$ cat src/rtl/r2sdf_pkg.sv
// Shared types and arithmetic helpers for the radix-2 SDF FFT stage.
// Helpers work on a wide signed carrier (MAX_W+1 bits) and take the target
// width as an argument, so any DATA_WIDTH up to MAX_W can use them.
package r2sdf_pkg;

    localparam int DATA_W_DEF = 16;
    localparam int MAX_W      = 32;

    typedef logic signed [MAX_W:0] wide_t;

    // Complex word at the default data width, used by stage-chain glue.
    typedef struct packed {
        logic signed [DATA_W_DEF-1:0] re;
        logic signed [DATA_W_DEF-1:0] im;
    } cplx_t;

    // Frame-phase counter width: counts 0 .. 2*DEPTH-1.
    function automatic int cnt_w(input int depth);
        return $clog2(2 * depth);
    endfunction

    // Delay-line pointer width; a single-entry line still needs one bit.
    function automatic int ptr_w(input int depth);
        return (depth > 1) ? $clog2(depth) : 1;
    endfunction

    // Clamp v into the signed range of a w-bit value.
    function automatic wide_t sat_clip(input wide_t v, input int w);
        wide_t hi;
        wide_t lo;
        hi = (wide_t'(1) <<< (w - 1)) - wide_t'(1);
        lo = -hi - wide_t'(1);
        if (v > hi) return hi;
        if (v < lo) return lo;
        return v;
    endfunction

    function automatic wide_t sat_add(input wide_t a, input wide_t b, input int w);
        return sat_clip(a + b, w);
    endfunction

    function automatic wide_t sat_sub(input wide_t a, input wide_t b, input int w);
        return sat_clip(a - b, w);
    endfunction

    // Halve with truncation toward minus infinity.
    function automatic wide_t scale_shift(input wide_t v);
        return v >>> 1;
    endfunction

endpackage

$ cat src/rtl/r2sdf_delay_line.sv
// Feedback delay line: DEPTH-entry register file, one combinational read and
// one write per cycle at the same pointer, cleared by reset.
module r2sdf_delay_line #(
    parameter int DEPTH  = 4,
    parameter int WORD_W = 32,
    parameter int PTR_W  = 2
) (
    input  logic              clk,
    input  logic              rst,
    input  logic [PTR_W-1:0]  ptr,
    input  logic              wr_en,
    input  logic [WORD_W-1:0] wr_data,
    output logic [WORD_W-1:0] rd_data
);

    logic [DEPTH-1:0][WORD_W-1:0] mem_q;
    logic [DEPTH-1:0][WORD_W-1:0] mem_d;

    assign rd_data = mem_q[ptr];

    // Next contents: overwrite the addressed entry when writing.
    always_comb begin
        mem_d = mem_q;
        if (wr_en) mem_d[ptr] = wr_data;
    end

    // Storage with asynchronous clear.
    always_ff @(posedge clk or negedge rst) begin
        if (!rst) mem_q <= '0;
        else      mem_q <= mem_d;
    end

endmodule

$ cat src/rtl/r2sdf_stage.sv
// Radix-2 single-path delay-feedback FFT stage with internal frame counter.
// Fill phase stores inputs and emits pending differences; butterfly phase
// emits sums and stores differences. SCALE=1 halves, SCALE=0 saturates.
// Optional drain feature: define R2SDF_FLUSH_EN to add flush/busy ports.
module r2sdf_stage
    import r2sdf_pkg::*;
#(
    parameter int DATA_WIDTH = 16,
    parameter int DEPTH      = 4,
    parameter int SCALE      = 0
) (
    input  logic                  clk,
    input  logic                  rst,
    input  logic                  in_valid,
    input  logic [DATA_WIDTH-1:0] in_re,
    input  logic [DATA_WIDTH-1:0] in_im,
    output logic                  out_valid,
    output logic [DATA_WIDTH-1:0] out_re,
    output logic [DATA_WIDTH-1:0] out_im,
    output logic                  out_sof
`ifdef R2SDF_FLUSH_EN
    ,
    input  logic                  flush,
    output logic                  busy
`endif
);

    localparam int CNT_W  = cnt_w(DEPTH);
    localparam int PTR_W  = ptr_w(DEPTH);
    localparam int WORD_W = 2 * DATA_WIDTH;

    typedef logic signed [DATA_WIDTH-1:0] samp_t;

    // Growth handling for d + x.
    function automatic samp_t g_add(input samp_t a, input samp_t b);
        wide_t r;
        if (SCALE != 0) r = scale_shift(wide_t'(a) + wide_t'(b));
        else            r = sat_add(wide_t'(a), wide_t'(b), DATA_WIDTH);
        return r[DATA_WIDTH-1:0];
    endfunction

    // Growth handling for d - x.
    function automatic samp_t g_sub(input samp_t a, input samp_t b);
        wide_t r;
        if (SCALE != 0) r = scale_shift(wide_t'(a) - wide_t'(b));
        else            r = sat_sub(wide_t'(a), wide_t'(b), DATA_WIDTH);
        return r[DATA_WIDTH-1:0];
    endfunction

    logic [CNT_W-1:0] cnt_q, cnt_d;
    logic             primed_q, primed_d;
    logic             out_valid_q, out_valid_d;
    logic             out_sof_q, out_sof_d;
    samp_t            out_re_q, out_re_d;
    samp_t            out_im_q, out_im_d;

    logic             phase;
    logic [PTR_W-1:0] ptr;
    logic             step;
    samp_t            x_re, x_im;
    samp_t            d_re, d_im;
    samp_t            wr_re, wr_im;
    logic             wr_en;
    logic [WORD_W-1:0] rd_word;

    // Power-of-two frame: the top counter bit is the phase.
    assign phase = cnt_q[CNT_W-1];

    if (DEPTH > 1) begin : g_ptr
        assign ptr = cnt_q[PTR_W-1:0];
    end else begin : g_ptr_one
        assign ptr = 1'b0;
    end

    assign d_re = rd_word[WORD_W-1:DATA_WIDTH];
    assign d_im = rd_word[DATA_WIDTH-1:0];

`ifdef R2SDF_FLUSH_EN
    logic busy_q, busy_d;
    logic pend_q, pend_d;
    logic latch;

    // Drain steps feed zero unless a real sample arrives.
    assign step = in_valid | busy_q;
    assign x_re = in_valid ? samp_t'(in_re) : '0;
    assign x_im = in_valid ? samp_t'(in_im) : '0;
    assign busy = busy_q;

    // A drain starts only at a frame boundary with differences pending and
    // no live sample this cycle, so the drain covers exactly the fill slots.
    assign latch = (flush | pend_q) && (cnt_q == '0) && primed_q && !busy_q && !in_valid;

    // Flush request capture and drain tracking.
    always_comb begin
        busy_d = busy_q;
        pend_d = pend_q;
        if (latch) begin
            busy_d = 1'b1;
            pend_d = 1'b0;
        end else if (flush) begin
            pend_d = 1'b1;
        end
        if (busy_q && cnt_q == CNT_W'(DEPTH - 1)) busy_d = 1'b0;
    end

    // Drain state registers.
    always_ff @(posedge clk or negedge rst) begin
        if (!rst) begin
            busy_q <= 1'b0;
            pend_q <= 1'b0;
        end else begin
            busy_q <= busy_d;
            pend_q <= pend_d;
        end
    end
`else
    assign step = in_valid;
    assign x_re = samp_t'(in_re);
    assign x_im = samp_t'(in_im);
`endif

    r2sdf_delay_line #(
        .DEPTH  (DEPTH),
        .WORD_W (WORD_W),
        .PTR_W  (PTR_W)
    ) u_dl (
        .clk     (clk),
        .rst     (rst),
        .ptr     (ptr),
        .wr_en   (wr_en),
        .wr_data ({wr_re, wr_im}),
        .rd_data (rd_word)
    );

    // Per-step datapath: fill stores input / emits difference, butterfly
    // emits sum / stores difference. Idle cycles hold data, drop valid.
    always_comb begin
        cnt_d       = cnt_q;
        primed_d    = primed_q;
        out_valid_d = 1'b0;
        out_sof_d   = 1'b0;
        out_re_d    = out_re_q;
        out_im_d    = out_im_q;
        wr_en       = 1'b0;
        wr_re       = x_re;
        wr_im       = x_im;
        if (step) begin
            cnt_d = cnt_q + CNT_W'(1);
            wr_en = 1'b1;
            if (!phase) begin
                out_valid_d = primed_q;
                if (primed_q) begin
                    out_re_d = d_re;
                    out_im_d = d_im;
                end
            end else begin
                out_re_d    = g_add(d_re, x_re);
                out_im_d    = g_add(d_im, x_im);
                wr_re       = g_sub(d_re, x_re);
                wr_im       = g_sub(d_im, x_im);
                out_valid_d = 1'b1;
                primed_d    = 1'b1;
                out_sof_d   = (ptr == '0);
            end
        end
`ifdef R2SDF_FLUSH_EN
        // Last drain step: everything emitted, restart from a clean frame.
        if (busy_q && cnt_q == CNT_W'(DEPTH - 1)) begin
            cnt_d    = '0;
            primed_d = 1'b0;
        end
`endif
    end

    // Counter, priming flag and registered outputs.
    always_ff @(posedge clk or negedge rst) begin
        if (!rst) begin
            cnt_q       <= '0;
            primed_q    <= 1'b0;
            out_valid_q <= 1'b0;
            out_sof_q   <= 1'b0;
            out_re_q    <= '0;
            out_im_q    <= '0;
        end else begin
            cnt_q       <= cnt_d;
            primed_q    <= primed_d;
            out_valid_q <= out_valid_d;
            out_sof_q   <= out_sof_d;
            out_re_q    <= out_re_d;
            out_im_q    <= out_im_d;
        end
    end

    assign out_valid = out_valid_q;
    assign out_sof   = out_sof_q;
    assign out_re    = out_re_q;
    assign out_im    = out_im_q;

endmodule

$ cat config.mk
export PLATFORM = sky130hd
export DESIGN_NAME = r2sdf_stage
export DESIGN_NICKNAME = d
export VERILOG_FILES = /design/src/rtl/r2sdf_pkg.sv /design/src/rtl/r2sdf_delay_line.sv /design/src/rtl/r2sdf_stage.sv
export SDC_FILE = /design/constraint.sdc
export NUM_CORES = 1
export LEC_CHECK = 0
export CAP_MARGIN = 15
export CORE_MARGIN = 5
export CORE_UTILIZATION = 55
export DETAILED_ROUTE_END_ITERATION = 16
export PLACE_DENSITY = 0.75
export SETUP_SLACK_MARGIN = 0.3
export SLEW_MARGIN = 20
export SYNTH_ARGS = -nofsm -noshare
export SYNTH_HDL_FRONTEND = slang
export SYNTH_SLANG_ARGS = --single-unit
$ cat constraint.sdc
create_clock -name clk -period 5 [get_ports clk]
set_input_delay 1.5 -clock clk [delete_from_list [all_inputs] [get_ports clk]]
set_output_delay 1.5 -clock clk [all_outputs]
set_load 0.05 [all_outputs]
==> impl_metrics.tcl <==
set metrics [dict create \
    synthAdderAreaFrac 0.09972 \
    netlist_area_um2 11040 \
    synth-main-ff-cell "dfrtp_1" \
    run_status "finished clean" \
    synth-edff-count 0 \
    clk_pin_slew_ps 70 \
    yosys.area_share.simple 0.1201 \
    avgSynthCellArea_um2 9.271 \
    ctsHoldBuffers 0 \
    dpl_cell_area_um2 11960 \
    cts_root_buf "clkbuf_16" \
    synth.area.top_cells "dfrtp_1, ha_1, mux4_2, o21ai_0, a21oi_1" \
    finalSetupTns_ps 0 \
    grt_usage 0.2587 \
    area_growth_pct 13.67 \
    cts_tree "yes" \
    cp_data_required_time_ps 5340 \
    gp_congestion 0.9182 \
    grt_pass1_wl_um 46840 \
    die_h_um 151.7 \
    cp-start-kind "input port" \
    io_buffers 68 \
    post_cts_resized 0 \
    viasPerCell 6.121 \
    first_pass_iters 5 \
    worst_skew_pair.late_latency_ps 430 \
    ys_types 80 \
    n_fill_cell 1662 \
    finalSetupViolations 0 \
    synth-seq-cells 166 \
    busiest_layer "met1" \
    cts.sinks 166 \
    crit_path_end_kind "register" \
    yosysMostFrequentCell "dfrtp_1" \
    drv_slew 0 \
    max_freq_ghz 0.2248 \
    htree_num_levels 4 \
    holdWs_ps 480.5 \
    period_share 0.8899 \
    rsz0062_at_grt "false" \
    design_area_um2 12550 \
    cts_buffers 17 \
    cp.arrival_ps 4790 \
    synth_warnings 0 \
    yosysTopAreaCellShare 0.3762 \
    place_hpwl_um 21420 \
    synthArstFlopShare 1.000 \
    overflow 0 \
    antenna_found_initial 0 \
    grt_max_degree 96 \
    final_nets 1356 \
    yosysTopAreaCell "dfrtp_1" \
    cts_setup_buffers 0 \
    synthTopCellsByCount "dfrtp_1, nand2_1, o21ai_0" \
    cts_buffer_depth 2 \
    ff_latch_area_um2 4155 \
    muxShareOfSynthArea 0.07071 \
    finalHoldViolCount 0 \
    grt_pass1_vias 8825 \
    n_antenna_cell 0 \
    dieArea_um2 23010 \
    gr-usage-met1 0.3951 \
    use_met2 0.3758 \
    synth_seq_area_share 0.3762 \
    die_x_um 151.7 \
    synth_compound_area_frac 0.2422 \
    finClkSkew_ps 12.38 \
    core_um2 19590 \
    multiInputGateArea_um2 6311 \
    min_period_ps 4449 \
    slew_headroom 0.4135 \
    ant_nets 0 \
    drtIter0Drc 1013 \
    synth_cells 1191 \
    synth_top_family_by_area "compound AO/OA/AOI/OAI gates" \
    worstSetupPathType "input port to register" \
    drc 0 \
    io_pins 69 \
    vias 9273 \
    use_met3 0.06930 \
    critical_path.max_fanout 10 \
    drv_cap 0 \
    synthXorXnorAreaFrac 0.03887 \
    hold_path_class "register to register" \
    num_rows 51 \
    wl_per_cell_um 19.19 \
    wirelength_um 29070 \
    drive_above_1_share 0.1016 \
    start_util 0.5636 \
    worstMarginPinSlew_ps 879.7 \
    syn_nets 1310 \
]
-- placed cells by master, fill, tap and decap left out, drive strengths merged, types with 10 or more instances in the layout --
master / n
ha: 80
a21o: 10
clkbuf: 18
o221ai: 20
o21a: 13
o22ai: 38
mux4: 32
o21ai: 127
xnor2: 38
nor2b: 14
buf: 32
a21oi: 117
nor3: 11
a31oi: 12
nand2: 145
nand2b: 14
dfrtp: 166
a211oi: 13
xor2: 11
inv: 69
o21bai: 10
clkdlybuf4s50: 67
nor2: 81
-- cells by family after synthesis --
logic type / Yosys count
xor gates and xnor gates: 49
adders and majority gates: 86
AOI/OAI and AO/OA: 417
buffers and inverters: 132
and+or+nand+nor: 303
muxes: 38
DFF: 166
-- area by class of cell --
class                      instances  share of cell area
clock buffer                      18             0.03499
clock inverter                    14             0.01186
inverter                          60             0.01794
multi-input combinational        893              0.5028
sequential                       166              0.3311
tap                              265             0.02642
timing repair buffer              99             0.07487
-- state kept, by name (all words and copies together) (netlist names) --
register    flops
cnt_q           3
out_im         16
out_re         16
out_sof         1
out_valid       1
primed_q        1
u_dl.mem_q    128
-- routing by layer --
| layer | vias to the layer above | wire (µm) | share of wire |
|---|---|---|---|
| met3 | 14 | 2617 | 0.090 |
| met2 | 360 | 12480 | 0.43 |
| li1 | 4385 | - | - |
| met5 | - | 0 | 0 |
| met4 | 0 | 174 | 0.0060 |
| met1 | 4514 | 13790 | 0.47 |
-- metrics by stage --
step	setup WS (ps)	cells	util
after global placement	310.1	1483	0.6107
after detailed placement	220.7	1483	0.6107
after floorplan	896.5	1191	-
final	550.6	1515	0.6407
after global routing	332.6	1515	0.6407
after CTS	620.8	1515	0.6407
-- worst paths after layout --
kind / from / endpoint / slack (ps) / cells past startpoint
worst max register to register: cnt_q[0]$_DFFE_PN0P_ / u_dl.mem_q[41]$_DFFE_PN0P_ / 700 / 11
worst min-delay path: u_dl.mem_q[36]$_DFFE_PN0P_ / u_dl.mem_q[36]$_DFFE_PN0P_ / 480 / 2
worst min register to register: u_dl.mem_q[36]$_DFFE_PN0P_ / u_dl.mem_q[36]$_DFFE_PN0P_ / 480 / 2
min in group asynchronous: rst / u_dl.mem_q[53]$_DFFE_PN0P_ / 1150 / 1
worst max-delay path: in_im[9] / u_dl.mem_q[41]$_DFFE_PN0P_ / 550 / 11
max in group asynchronous: rst / cnt_q[0]$_DFFE_PN0P_ / 2970 / 2
-- critical path, stage by stage --
cell and delay (ps):
clkdlybuf4s50_1 550, inv_1 60, ha_1 510, and3_2 270, o311ai_0 130, a21oi_1 350
or4_1 200, nand3_1 180, a21oi_1 400, o21ai_0 350, a31oi_1 270
Power is not shown: default switching activity piles up to over one toggle a cycle in this logic, so the estimate is an artifact.
